`src/rtl/spi_3wire_regmap_bridge.sv`:
```
// spi_3wire_regmap_bridge: oversampled 3-wire SPI slave bridging frames onto the register-map bus.
module spi_3wire_regmap_bridge #(
  parameter int ADDR_WIDTH   = 7,
  parameter int DATA_WIDTH   = 8,
  parameter int DUMMY_CYCLES = 0,
  parameter int AUTO_INC     = 1,
  parameter int SYNC_STAGES  = 2
) (
  input  logic                  clk,
  input  logic                  button_0,
  input  logic                  sclk,
  input  logic                  ss_n,
  input  logic                  sdata_in,
  output logic                  sdata_out,
  output logic                  sdata_oe,
  output logic [ADDR_WIDTH-1:0] reg_addr,
  output logic [DATA_WIDTH-1:0] reg_wdata,
  output logic                  reg_we,
  output logic                  reg_re,
  input  logic [DATA_WIDTH-1:0] reg_rdata,
  output logic                  busy,
  output logic                  frame_err
);
  localparam int CMD_BITS = ((ADDR_WIDTH + 8) / 8) * 8;
  localparam int SW = CMD_BITS > DATA_WIDTH ? CMD_BITS : DATA_WIDTH;
  localparam int MAXC = SW > DUMMY_CYCLES ? SW : DUMMY_CYCLES;
  localparam int CW = $clog2(MAXC + 1);
  typedef enum logic [2:0] {IDLE, CMD, WDATA, DUMMY, RDATA} state_t;
  logic [SYNC_STAGES-1:0] sclk_sync_q, sclk_sync_d, ss_sync_q, ss_sync_d, sdi_sync_q, sdi_sync_d, vld_q, vld_d;
  logic sclk_prev_q, sclk_prev_d, ss_prev_q, ss_prev_d, armed_q, armed_d;
  state_t state_q, state_d;
  logic [CW-1:0] cnt_q, cnt_d;
  logic [SW-1:0] sh_q, sh_d;
  logic [ADDR_WIDTH-1:0] addr_q, addr_d;
  logic [DATA_WIDTH-1:0] wdata_q, wdata_d;
  logic we_q, we_d, re_q, re_d, ld_q, ld_d, oe_q, oe_d, out_q, out_d, ferr_q, ferr_d, busy_q, busy_d;
  logic sclk_s, ss_s, sdi, ok, rise, fall, ss_rise, ss_fall, last_cmd, last_data, last_dummy;
  logic [CMD_BITS-1:0] cmd_word;
  logic [DATA_WIDTH-1:0] data_word;
  assign sclk_s = sclk_sync_q[SYNC_STAGES-1];
  assign ss_s = ss_sync_q[SYNC_STAGES-1];
  assign sdi = sdi_sync_q[SYNC_STAGES-1];
  // edges are trusted only once the synchronisers have refilled after reset
  assign ok = vld_q[SYNC_STAGES-1];
  assign rise = ok & sclk_s & ~sclk_prev_q;
  assign fall = ok & ~sclk_s & sclk_prev_q;
  assign ss_rise = ok & ss_s & ~ss_prev_q;
  assign ss_fall = armed_q & ~ss_s & ss_prev_q;
  assign cmd_word = {sh_q[CMD_BITS-2:0], sdi};
  assign data_word = {sh_q[DATA_WIDTH-2:0], sdi};
  assign last_cmd = cnt_q == CW'(CMD_BITS - 1);
  assign last_data = cnt_q == CW'(DATA_WIDTH - 1);
  assign last_dummy = cnt_q == CW'(DUMMY_CYCLES - 1);
  assign sdata_out = out_q;
  assign sdata_oe = oe_q;
  assign reg_addr = addr_q;
  assign reg_wdata = wdata_q;
  assign reg_we = we_q;
  assign reg_re = re_q;
  assign busy = busy_q;
  assign frame_err = ferr_q;
  always_comb begin
    sclk_sync_d = SYNC_STAGES'({sclk_sync_q, sclk});
    ss_sync_d = SYNC_STAGES'({ss_sync_q, ss_n});
    sdi_sync_d = SYNC_STAGES'({sdi_sync_q, sdata_in});
    vld_d = SYNC_STAGES'({vld_q, 1'b1});
    sclk_prev_d = sclk_s;
    ss_prev_d = ss_s;
    armed_d = armed_q | (ok & ss_s);
    busy_d = ok & ~ss_s;
    state_d = state_q;
    cnt_d = cnt_q;
    sh_d = sh_q;
    addr_d = (we_q && AUTO_INC != 0) ? addr_q + 1'b1 : addr_q;
    wdata_d = wdata_q;
    we_d = 1'b0;
    re_d = 1'b0;
    ld_d = re_q;
    oe_d = oe_q;
    out_d = out_q;
    ferr_d = 1'b0;
    if (ld_q) begin
      sh_d = SW'(reg_rdata);
      out_d = reg_rdata[DATA_WIDTH-1];
    end
    if (ss_rise) begin
      state_d = IDLE;
      oe_d = 1'b0;
      ferr_d = (cnt_q != '0) && (state_q inside {CMD, WDATA, RDATA});
      cnt_d = '0;
    end else begin
      case (state_q)
        IDLE: if (ss_fall) begin
          state_d = CMD;
          cnt_d = '0;
        end
        CMD: if (rise) begin
          sh_d = SW'(cmd_word);
          cnt_d = last_cmd ? '0 : cnt_q + 1'b1;
          if (last_cmd) begin
            addr_d = cmd_word[ADDR_WIDTH-1:0];
            re_d = cmd_word[ADDR_WIDTH];
            state_d = !cmd_word[ADDR_WIDTH] ? WDATA : DUMMY_CYCLES > 0 ? DUMMY : RDATA;
          end
        end
        WDATA: if (rise) begin
          sh_d = SW'(data_word);
          cnt_d = last_data ? '0 : cnt_q + 1'b1;
          if (last_data) begin
            wdata_d = data_word;
            we_d = 1'b1;
          end
        end
        DUMMY: if (rise) begin
          cnt_d = last_dummy ? '0 : cnt_q + 1'b1;
          state_d = last_dummy ? RDATA : DUMMY;
        end
        RDATA: begin
          oe_d = oe_q | fall | ~sclk_s;
          // a word boundary (cnt 0) leaves the freshly loaded MSB in place
          if (fall && cnt_q != '0) begin
            sh_d = sh_q << 1;
            out_d = sh_d[DATA_WIDTH-1];
          end
          if (rise) begin
            cnt_d = last_data ? '0 : cnt_q + 1'b1;
            re_d = last_data;
            addr_d = (last_data && AUTO_INC != 0) ? addr_q + 1'b1 : addr_q;
          end
        end
        default: state_d = IDLE;
      endcase
    end
  end
  always_ff @(posedge clk) begin
    if (button_0) begin
      sclk_sync_q <= '0;
      ss_sync_q <= '1;
      sdi_sync_q <= '0;
      vld_q <= '0;
      sclk_prev_q <= 1'b0;
      ss_prev_q <= 1'b1;
      armed_q <= 1'b0;
      state_q <= IDLE;
      cnt_q <= '0;
      sh_q <= '0;
      addr_q <= '0;
      wdata_q <= '0;
      we_q <= 1'b0;
      re_q <= 1'b0;
      ld_q <= 1'b0;
      oe_q <= 1'b0;
      out_q <= 1'b0;
      ferr_q <= 1'b0;
      busy_q <= 1'b0;
    end else begin
      sclk_sync_q <= sclk_sync_d;
      ss_sync_q <= ss_sync_d;
      sdi_sync_q <= sdi_sync_d;
      vld_q <= vld_d;
      sclk_prev_q <= sclk_prev_d;
      ss_prev_q <= ss_prev_d;
      armed_q <= armed_d;
      state_q <= state_d;
      cnt_q <= cnt_d;
      sh_q <= sh_d;
      addr_q <= addr_d;
      wdata_q <= wdata_d;
      we_q <= we_d;
      re_q <= re_d;
      ld_q <= ld_d;
      oe_q <= oe_d;
      out_q <= out_d;
      ferr_q <= ferr_d;
      busy_q <= busy_d;
    end
  end
endmodule

```
`config.mk`:
```
export PLATFORM = sky130hd
export DESIGN_NAME = spi_3wire_regmap_bridge
export DESIGN_NICKNAME = d
export VERILOG_FILES = /design/src/rtl/spi_3wire_regmap_bridge.sv
export SDC_FILE = /design/constraint.sdc
export NUM_CORES = 1
export LEC_CHECK = 0
export BUFFER_PORTS_ARGS = -buffer_cell sky130_fd_sc_hd__clkbuf_2
export CAP_MARGIN = 20
export CORE_MARGIN = 5
export CORE_UTILIZATION = 57
export DETAILED_ROUTE_END_ITERATION = 10
export MAX_ROUTING_LAYER = met4
export PLACE_DENSITY = 0.79
export SETUP_SLACK_MARGIN = 0.02
export SLEW_MARGIN = 20
export SYNTH_ARGS = -nofsm -noshare
export SYNTH_HDL_FRONTEND = slang
export SYNTH_SLANG_ARGS = --single-unit
```
`constraint.sdc`:
```
create_clock -name clk -period 2.3 [get_ports clk]
set_input_delay 0.46 -clock clk [delete_from_list [all_inputs] [get_ports clk]]
set_output_delay 0.46 -clock clk [all_outputs]
set_load 0.02 [all_outputs]
```
== Word level (Yosys, flattened, before mapping) ==
Cells that the tools add are included.

* Register bits: 48
* Input bits: 13
* Output and inout bits: 21
* Word-level logic and storage cells: 104

* $add $sub $neg: 2
* Equality and inequality tests: 12
* Multiplexer cells: 35
* Bitwise logic cells: 20
* Reduce and logical (&&, ||, !) cells: 15

{| class="wikitable"
|+ Operators by type and width
! operator !! count
|-
| 7-bit two-way mux || 6
|-
| 8-bit two-way mux || 4
|-
| 4-bit two-way mux || 5
|-
| 3-bit two-way mux || 6
|-
| 8-bit one-hot mux with 2 select lines || 1
|-
| 7-bit one-hot mux with 2 select lines || 1
|-
| 3-bit one-hot mux with 4 select lines || 1
|-
| 4-bit one-hot mux with 3 select lines || 1
|-
| 1-bit AND || 9
|-
| 1-bit two-way mux || 9
|-
| 2-bit != test, second input constant || 4
|-
| 1-bit inverter || 8
|-
| 4-bit AND reduction || 2
|-
| 2-bit OR reduction || 4
|-
| 7-bit by 1-bit adder with 7-bit output, second input constant || 1
|-
| 3-bit by 2-bit == test with 1-bit output, second input constant || 2
|-
| 3-bit nonzero test || 2
|-
| 5-bit AND reduction || 1
|-
| 4-bit by 1-bit adder with 4-bit output, second input constant || 1
|-
| 4-bit by 3-bit == test with 1-bit output, second input constant || 1
|-
| 4-bit == test, second input constant || 1
|-
| 4-bit != test, second input constant || 1
|-
| 4-bit nonzero test || 1
|-
| 4-bit OR reduction || 1
|-
| 8 further kinds || 11
|}

== Depth between registers and ports, before layout ==
Gate-level depths: netlist (run 1).

* Word-level depth: 7
* Gate-level depth with buffers: 8
* Gate-level depth less buffers: 7

== Worst setup path before layout (run 1) ==
OpenSTA, ideal clock, no wires.

* Path type: register to register
* Start point: register state_q[0]
* End point: register sh_q[4]
* Library setup time: 0.140 ns
* Arrival time: 1.567 ns
* Required time: 2.160 ns
* Path slack: 0.593 ns
* Stages on the path, launching flop included: 8
* Path buffers: 2
* Period minus slack after synthesis: 1.707 ns
* Cells stage by stage: dfxtp_1 -> buf_4 -> nor2_1 -> or3_4 -> a221o_1 -> buf_6 -> nor2_1 -> a211oi_2

* Word-level cells in the longest chain between the ends: 4
* Elaborated cells on any way between the ends: 6
* Classes of those cells: eq/ne: 3; mux: 2; reduce/logical: 1

{| class="wikitable"
|+ RTL lines
! element !! RTL line !! RTL
|-
| from (decl) || 31 || <nowiki>state_t state_q, state_d;</nowiki>
|-
| from (signal assigned) || 164 || <nowiki>state_q <= state_d;</nowiki>
|-
| 3-bit by 1-bit == test with 1-bit output or 3-bit by 2-bit == test with 1-bit output (tied branches) || 92 || <nowiki>case (state_q)</nowiki>
|-
| 2-bit OR reduction (no source line) || -- ||
|-
| 8-bit one-hot mux with 2 select lines (*) || 92 ||
|-
| 8-bit two-way mux (*) || 86 || <nowiki>if (ss_rise) begin</nowiki>
|-
| to (signal assigned) || 146 || <nowiki>sh_q <= '0;</nowiki>
|-
| to (signal assigned) || 166 || <nowiki>sh_q <= sh_d;</nowiki>
|-
| to (decl) || 33 || <nowiki>logic [SW-1:0] sh_q, sh_d;</nowiki>
|}

Every way passes the cells marked *; elsewhere a longest branch is shown, timed or not.
A chain may end at the register's enable or synchronous reset.

== Final worst setup path (run 1) ==
* Start point: register cnt_q[0]
* End point: register addr_q[4], in the netlist reg_addr[4]

* Word-level cells in the longest chain between the ends: 5
* Elaborated cells on any way between the ends: 6
* Classes of those cells: eq/ne: 2; mux: 4

{| class="wikitable"
|+ RTL lines
! element !! RTL line !! RTL
|-
| from (decl) || 32 || <nowiki>logic [CW-1:0] cnt_q, cnt_d;</nowiki>
|-
| from (signal assigned) || 165 || <nowiki>cnt_q <= cnt_d;</nowiki>
|-
| 4-bit by 3-bit == test with 1-bit output (*) || 51, 52 ||
|-
| 7-bit two-way mux || 100 || <nowiki>if (last_cmd) begin</nowiki>
|-
| 7-bit two-way mux || 97 || <nowiki>CMD: if (rise) begin</nowiki>
|-
| 7-bit one-hot mux with 2 select lines || 92 ||
|-
| 7-bit two-way mux || 86 ||
|-
| to (signal assigned) || 167 || <nowiki>addr_q <= addr_d;</nowiki>
|-
| to (decl) || 34 || <nowiki>logic [ADDR_WIDTH-1:0] addr_q, addr_d;</nowiki>
|}

Marked as above.

==> results of run 1 <==
-- layer usage --
metal | GRT usage (%) | up-vias
met2 | 31.9 | 51
li1 | - | 1121
met4 | 6.01 | 0
met1 | 26.1 | 1059
met3 | 5.62 | 11
met5 | - | -
-- report_power, final --
part	switching [mW]	internal (mW)
Combinational	0.0318	0.0238
Clock	0.287	0.246
Sequential	0.00758	0.822
Total	0.326	1.09
-- registers in the layout, indices dropped and copies added (netlist names), 3 cells and up --
signal	flops
sh_q	7
cnt_q	4
reg_wdata	8
reg_addr	7
state_q	3
-- placed cells by master (no fill, tap or decap), types with 2 or more instances in the layout --
master,synthesis,layout
xnor2_1,10,10
a2111oi_0,2,2
or3_1,2,2
and3b_2,3,3
o21a_1,3,3
o31ai_1,2,2
nand4b_1,2,2
or2_2,3,3
ha_1,3,3
o2111ai_1,6,6
a211oi_1,5,5
o21ai_0,18,18
xor2_1,5,5
nor2_1,34,34
nand2_1,16,16
dfxtp_1,47,47
and3_1,3,3
nand3_1,6,6
nor2b_1,9,9
clkbuf_2,0,33
a22oi_1,2,2
clkbuf_8,0,6
a21oi_1,16,16
a211oi_2,6,6
nor3b_1,2,2
nand4_1,6,6
nor3_1,6,6
mux2_2,2,2
nor3b_2,2,2
nand3b_1,2,2
inv_1,9,9
mux2i_1,17,17
buf_4,7,12
-- through the flow --
step	area [um^2]	setup WS, ps	hold slack (ps)	utilization [%]	power (mW)
2_1_floorplan	2580	593	389	-	0.885
5_1_grt	2890	81.3	331	65.8	1.49
3_5_place_dp	2790	274	393	63.6	0.905
4_1_cts	2890	254	330	65.8	1.43
3_3_place_gp	2790	343	396	63.6	0.904
6_report	2890	244	337	65.8	1.42
-- kinds of logic after synthesis --
| logic type | share of synthesized area [%] |
|---|---|
| flops | 36.5 |
| mux | 7.47 |
| simple gates | 23.8 |
| compound gates | 20.0 |
| fa+ha+maj | 1.46 |
| xor+xnor | 5.09 |
| buf+inv | 5.68 |
-- final timing paths --
check	endpoint	cells after the start
max	reg_addr[4]	6
min	ss_sync_q[0]	2
max reg2reg	reg_addr[4]	6
min reg2reg	ss_sync_q[1]	1
-- critical path, cell delays in order (launching register included) --
cell     delay, ps
dfxtp_1        370
ha_1           270
and3b_1        340
nand2_1        300
o21ai_0        360
a21oi_1         80
o31a_1         240
-- layout make-up --
| type | count | area (um^2) |
|---|---|---|
| clock inverter | 2 | 16.3 |
| fill | 362 | 1500 |
| clock buffer | 6 | 82.6 |
| multi-input combinational | 216 | 1490 |
| tap | 52 | 65.1 |
| timing repair buffer | 45 | 255 |
| sequential | 47 | 941 |
| inverter | 9 | 33.8 |
==> metrics.yaml, run 1 <==
status: "completed"
post_cts_buffers: 0
yosys.area.top_type_share_pct: 36.5
layout-drive-gt1-share_pct: 23.7
skew_ps: 4.82
grt_pass1_wl_um: 9850
die_h_um: 77.3
place.gp.congestion: 0.891
p_leak_nw: 1.23
path_max_fanout: 12
worstSetupPathType: "reg2reg"
finalWirelength_um: 5710
first_iter_violations: 114
yosysSeqAreaShare_pct: 36.5
synth_cells: 292
rows: 24
yosysMostFrequentCell: "dfxtp_1"
critPathArrivalTime_ps: 2250
final.setup.tns_ps: 0
via_per_inst: 5.95
peakVddDrop_uv: 435
instances_no_fill: 377
hold_viol: 0
grt_pass1_vias: 2124
clk_pin_slew_ps: 90
ys_async_sr_fraction_pct: 0
wl_met2_um: 2740
h-tree-depth: 2
finalMaxSlewViolations: 0
grt_usage_pct: 20.5
start_kind: "flip-flop"
synth_nets: 308
dpl.cell_count: 369
wl_met1_um: 2610
hold_class: "in2reg"
ctsResizeCount: 0
clock-root-buffer: "clkbuf_8"
tightest_slew_ps: 541
yosys_warnings: 0
drcViolationCount: 0
fmax_mhz: 486
ys.flop_type: "dfxtp_1"
reg2reg_from: "cnt_q[0]"
grt_max_degree: 37
yosys.area.top_type: "dfxtp_1"
top_layer: "met4"
p_per_area_nw_per_um2: 492
fin_crit_sh_pct: 89.4
routedWlPerCell_um: 15.1
synth-edff-count: 0
wl_met3_um: 256
cts_tree: "done"
drtAntennaViolNets: 0
cts-hold-fix-buffers: 0
clk_latency_ps: 300
netlist_area_um2: 2580
grt_overflow_total: 0
place_hpwl_um: 4130
initial_core_util_pct: 58.8
cts_sinks: 47
num_vias: 2242
reg2reg_slack_ps: 240
area_growth_pct: 11.9
core_um2: 4380
n_antenna_cell: 0
grt_setup_unrepaired: "false"
cts_buffers: 5
end_kind: "flip-flop"
cp.required_ps: 2500
nNetsFinal: 340
slew_headroom_pct: 63.9
pin_count: 34
avgSynthCellArea_um2: 8.83
port_buffers: 33
max_cap_violations: 0
critPathLaunch: "cnt_q[0]"
synth_cell_type_count: 57
die_w_um: 77.3
dieArea_um2: 5970
min-delay-start: "ss_n"
synth_common_cells: "dfxtp_1, nor2_1, o21ai_0, mux2i_1"
clk_path_buf_depth: 2
antenna_found_initial: 0
final-setup-viol-count: 0
synth.area.top_cells: "dfxtp_1, mux2i_1, nor2_1"
period_minus_slack_ps: 2060
synth-seq-cells: 47
firstDrtPassIters: 4
Power figures use the tool's default switching activity.
==> run 2, diff against run 1 <==
Settings changed: RECOVER_POWER set to 100.
==> run 2 against run 1 <==
Net effect: the run now ends with max-capacitance violations, max-slew violations left; critical path depth decreased by 1; power about the same; largest cell class unchanged; maximum frequency decreased by 1.7%; largest power group unchanged; worst setup slack got worse by 35 ps; register-to-register slack got worse by 40 ps.
==> metrics.yaml, run 2 (synthesis gave the netlist of run 1 again) <==
area_growth_pct: 10.2
die_h_um: 77.3  # unchanged
routedWlPerCell_um: 15.2  # +0.72%
critPathArrivalTime_ps: 2210  # -40 ps
pin_count: 34  # unchanged
mostFrequentLayoutCells: "dfxtp_1, nor2_1, clkbuf_1, o21ai_0, mux2i_1"
grt_setup_unrepaired: "false"
clk_path_buf_depth: 2  # unchanged
place.gp.congestion: 0.891  # unchanged
finalWirelength_um: 5750  # +0.72%
violations: "max-capacitance violations, max-slew violations"
dieArea_um2: 5970  # unchanged
die_w_um: 77.3  # unchanged
final-setup-viol-count: 0  # unchanged
p_sw_mw: 0.326  # about the same
clkPwrFrac_pct: 37.6  # about the same
via_per_inst: 5.95  # unchanged
firstDrtPassIters: 4  # unchanged
nNetsFinal: 340  # unchanged
p_per_area_nw_per_um2: 499  # +1.5%
status: "finished, violations left"
initial_core_util_pct: 58.8  # unchanged
pre_cts_ws_ps: 274  # unchanged
clock-root-buffer: "clkbuf_8"
p_leak_nw: 1.14  # -7.1%
max_stage_delay_ps: 510  # +140 ps
end_kind: "flip-flop"
grt_pass1_vias: 2124  # unchanged
skew_ps: 4.59  # -0.228 ps
grt_usage_pct: 20.5  # unchanged
max_cap_violations: 1  # +1
slowest_stage: "a221o_1"
reg2reg_from: "state_q[2]"
port_buffers: 33  # unchanged
start_kind: "flip-flop"
rows: 24  # unchanged
fin_crit_sh_pct: 90.9  # +1.5 points
final_util_pct: 64.8  # -1.0 points
largest_reg_flops: 8  # unchanged
min-delay-start: "ss_n"
reg2reg_slack_ps: 210  # -40 ps
globalRouteMet3Util_pct: 5.62  # unchanged
final.setup.tns_ps: 0  # unchanged
path_max_fanout: 13  # +1
hold-worst-slack_ps: 337  # +0.476 ps
gr-max-usage-layer: "met2"
use_met1_pct: 26.1  # unchanged
post_cts_buffers: 0  # unchanged
drtAntennaViolNets: 0  # unchanged
slew_headroom_pct: -8.09  # -72 points
peakVddDrop_uv: 435  # about the same
tightest_slew_ps: 1620  # +1080 ps
crit_chain: "clkbuf_1 > or3_4 > a221o_1 > nor2_1 > a211oi_2"
p_seq_share_pct: 58.6  # about the same
holdPathEnd: "ss_sync_q[0]"
clk_latency_ps: 300  # about the same
sw_frac_of_total_pct: 23.0  # about the same
worstSetupPathType: "reg2reg"
place_hpwl_um: 4130  # unchanged
cts_tree: "done"
hold_viol: 0  # unchanged
pwr-share-comb_pct: 3.9  # about the same
final_common_cell: "dfxtp_1"
clk_pin_slew_ps: 90  # about the same
hold_depth: 2  # unchanged
p_int_mw: 1.09  # about the same
core_um2: 4380  # unchanged
fin_ws_ps: 209  # -35.4 ps
cp.required_ps: 2420  # -80 ps
grt_pass1_wl_um: 9850  # unchanged
antenna_found_initial: 0  # unchanged
hold_class: "in2reg"
drcViolationCount: 0  # unchanged
ctsResizeCount: 0  # unchanged
ff2ff_path_depth: 5  # -1
grt_overflow_total: 0  # unchanged
h-tree-depth: 2  # unchanged
num_vias: 2242  # unchanged
gr-usage-met2_pct: 31.9  # unchanged
cts_buffers: 5  # unchanged
first_iter_violations: 70  # -39%
finalMaxSlewViolations: 37  # +37
grt_max_degree: 37  # unchanged
r2r_end: "sh_q[6]"
period_minus_slack_ps: 2090  # +35.4 ps
cts_sinks: 47  # unchanged
n_antenna_cell: 0  # unchanged
fmax_mhz: 478  # -1.7%
layout-drive-gt1-share_pct: 16.0  # -7.7 points
cts-hold-fix-buffers: 0  # unchanged
==> run 2: critical path, delay by kind of cell, from the launching register on <==
| family | cells | cell delay [ps] |
|---|---|---|
| compound gates | 2 | 570 |
| buf+inv | 1 | 240 |
| flops | 1 | 420 |
| simple gates | 2 | 660 |
==> run 2: metrics by stage <==
| stage | power (mW) | area (um^2) | instances |
|---|---|---|---|
| after floorplan | 0.885 | 2580 | 292 |
| after detailed placement | 0.905 | 2790 | 369 |
| after global routing | 1.49 | 2840 | 377 |
| after CTS | 1.43 | 2890 | 377 |
| after global placement | 0.904 | 2790 | 369 |
| final | 1.42 | 2840 | 377 |
==> run 2: worst max path at each step <==
stage / from / endpoint / slack [ps] / cells after the start
after global placement: cnt_q[0] / sh_q[5] / 340 / 7
after global routing: cnt_q[0] / sh_q[2] / 60 / 7
final: state_q[2] / sh_q[6] / 210 / 5
after CTS: cnt_q[0] / sh_q[4] / 250 / 7
after floorplan: state_q[0] / sh_q[4] / 590 / 7
after detailed placement: cnt_q[0] / reg_addr[4] / 270 / 6
==> run 2: per-layer routing <==
layer / routed length, um / share of wire, % / up-vias
met5: 0 / 0 / -
met4: 97 / 1.7 / 0
met3: 250 / 4.3 / 11
met2: 2760 / 48 / 51
met1: 2640 / 46 / 1060
li1: - / - / 1120
==> run 2: cell type report <==
class                           instances  area (um^2)
Fill cell                             385         1540
Clock buffer                            6         82.6
Tap cell                               52         65.1
Sequential cell                        47          941
Inverter                                9         33.8
Timing Repair Buffer                   45          211
Clock inverter                          2         16.3
Multi-Input combinational cell        216         1490
==> run 2: power by group through the flow <==
stage / combinational [mW] / sequential (mW) / clock [mW]
finish: 0.0549 / 0.830 / 0.532
global route: 0.0621 / 0.832 / 0.593
CTS: 0.0562 / 0.830 / 0.544
detailed placement: 0.0560 / 0.849 / 0
global placement: 0.0553 / 0.849 / 0
floorplan: 0.0380 / 0.847 / 0
==> run 3, diff against run 2 <==
==> constraint.sdc (replaced) <==
create_clock -name clk -period 2.3 [get_ports clk]
set_input_delay 0.345 -clock clk [delete_from_list [all_inputs] [get_ports clk]]
set_output_delay 0.345 -clock clk [all_outputs]
set_load 0.02 [all_outputs]
==> run 3 against run 2 <==
Net effect: the flow still finishes with violations (max-capacitance violations, max-slew violations); die area is the same; register-to-register slack better by 50 ps; clock power up 14%; worst setup slack improved by 50 ps; wire length is 2.1% higher; clock-buffer cell count down 1; global-route usage grew 0.36 points; critical endpoint is now state_q[1].
==> metrics.yaml, run 3 (synthesis gave the netlist of run 1 again) <==
grt_max_degree: 37  # unchanged
cp.required_ps: 2500  # +80 ps
die_w_um: 77.3  # unchanged
via_per_inst: 5.93  # -0.31%
gr-max-usage-layer: "met2"
dieArea_um2: 5970  # unchanged
cts-hold-fix-buffers: 0  # unchanged
n_antenna_cell: 0  # unchanged
rows: 24  # unchanged
path_max_fanout: 6  # -7
drcViolationCount: 0  # unchanged
violations: "max-capacitance violations, max-slew violations"
clk_latency_ps: 300  # about the same
fin_crit_sh_pct: 88.7  # -2.2 points
firstDrtPassIters: 4  # unchanged
globalRouteMet3Util_pct: 6.09  # +0.47 points
fin_ws_ps: 259  # +49.8 ps
area_growth_pct: 9.95
ff2ff_path_depth: 6  # +1
port_buffers: 33  # unchanged
period_minus_slack_ps: 2040  # -49.8 ps
place.gp.congestion: 0.900  # +1.0%
cts_sinks: 47  # unchanged
routedWlPerCell_um: 15.6  # +2.1%
first_iter_violations: 110  # +57%
hold_class: "in2reg"
final_common_cell: "dfxtp_1"
reg2reg_slack_ps: 260  # +50 ps
p_leak_nw: 1.15  # +0.74%
clk_path_buf_depth: 2  # unchanged
ctsResizeCount: 0  # unchanged
cts_buffers: 5  # unchanged
use_met1_pct: 26.7  # +0.67 points
cts_tree: "done"
grt_overflow_total: 0  # unchanged
tightest_slew_ps: 1620  # +1.98 ps
crit_chain: "ha_1 > and3b_1 > o21ai_0 > o21ai_0 > o31ai_1 > a32o_1"
nNetsFinal: 340  # unchanged
fmax_mhz: 490  # +2.4%
peakVddDrop_uv: 430  # -1.3%
antenna_found_initial: 0  # unchanged
clk_pin_slew_ps: 90  # about the same
p_per_area_nw_per_um2: 527  # +5.6%
gr-usage-met2_pct: 31.8  # -0.084 points
min-delay-start: "ss_n"
worstSetupPathType: "reg2reg"
grt_pass1_vias: 2122  # -0.094%
holdPathEnd: "ss_sync_q[0]"
skew_ps: 4.51  # -0.0832 ps
layout-drive-gt1-share_pct: 14.8  # -1.2 points
power.total_mw: 1.49  # +5.3%
final.setup.tns_ps: 0  # unchanged
hold_depth: 2  # unchanged
slew_headroom_pct: -8.22  # -0.13 points
final-setup-viol-count: 0  # unchanged
finalMaxSlewViolations: 37  # unchanged
largest_reg_flops: 8  # unchanged
clock-root-buffer: "clkbuf_8"
mostFrequentLayoutCells: "dfxtp_1, nor2_1, clkbuf_1, o21ai_0, mux2i_1"
grt_setup_unrepaired: "false"
pin_count: 34  # unchanged
max_cap_violations: 1  # unchanged
post_cts_buffers: 0  # unchanged
r2r_end: "state_q[1]"
initial_core_util_pct: 58.8  # unchanged
grt_pass1_wl_um: 10000  # +2.0%
drtAntennaViolNets: 0  # unchanged
end_kind: "flip-flop"
max_stage_delay_ps: 370  # -140 ps
start_kind: "flip-flop"
die_h_um: 77.3  # unchanged
finalWirelength_um: 5870  # +2.1%
core_um2: 4380  # unchanged
num_vias: 2235  # -0.31%
slowest_stage: "dfxtp_1"
path_common_cell: "o21ai_0"
h-tree-depth: 2  # unchanged
fill_cells: 391  # +1.6%
place_hpwl_um: 4170  # +0.88%
critPathArrivalTime_ps: 2240  # +30 ps
reg2reg_from: "cnt_q[0]"
pre_cts_ws_ps: 291  # +17.3 ps
hold_viol: 0  # unchanged
grt_usage_pct: 20.9  # +0.36 points
status: "finished, violations left"
[run 3: cell count changes in the layout (fill, tap and decap cells not counted), sizes merged]
cell / before / now
clkinv: 1 / 2
clkinvlp: 1 / 0
clkbuf: 44 / 43
bufinv: 0 / 1
[run 3: worst max-delay path, delay by kind of cell, from the launching register on]
family          cells  cell delay, ps
compound gates      4             960
flops               1             370
simple gates        1             340
fa+ha+maj           1             270
[run 3: per-stage QoR]
stage | hold slack, ps | instance area (um^2) | util [%] | std cells
2_1_floorplan | 389 | 2580 | - | 292
6_report | 219 | 2840 | 64.7 | 377
3_5_place_dp | 393 | 2790 | 63.6 | 369
3_3_place_gp | 396 | 2790 | 63.6 | 369
4_1_cts | 217 | 2900 | 66.1 | 377
5_1_grt | 218 | 2840 | 64.7 | 377
[run 3: report_power, final]
group	switching [mW]	internal (mW)	total [mW]
logic	0.0316	0.0230	0.0546
clock network	0.284	0.324	0.608
registers	0.00787	0.822	0.830
[run 3: cell type report]
type	instances	area (um^2)	area share (%)
flip-flops and latches	47	941	33.2
well taps	52	65.1	2.29
repair buffers	45	213	7.50
inverters	9	33.8	1.19
clock inverters	3	43.8	1.54
multi-input cells	216	1470	51.9
clock buffers	5	68.8	2.43
[run 3: layer usage]
layer,up-vias,part of all wire [%]
met4,0,2.0
met3,13,4.5
li1,1124,-
met1,1049,47
met5,-,0
met2,49,47
[run 3: worst max-delay path by stage]
| stage | end | slack (ps) | cells after the start | start |
|---|---|---|---|---|
| after floorplan | sh_q[4] | 590 | 7 | state_q[0] |
| after global placement | sh_q[5] | 340 | 7 | cnt_q[0] |
| after detailed placement | cnt_q[3] | 290 | 6 | state_q[2] |
| after CTS | reg_addr[4] | 270 | 6 | cnt_q[0] |
| after global routing | reg_addr[4] | 50 | 6 | cnt_q[0] |
| final | state_q[1] | 260 | 6 | cnt_q[0] |
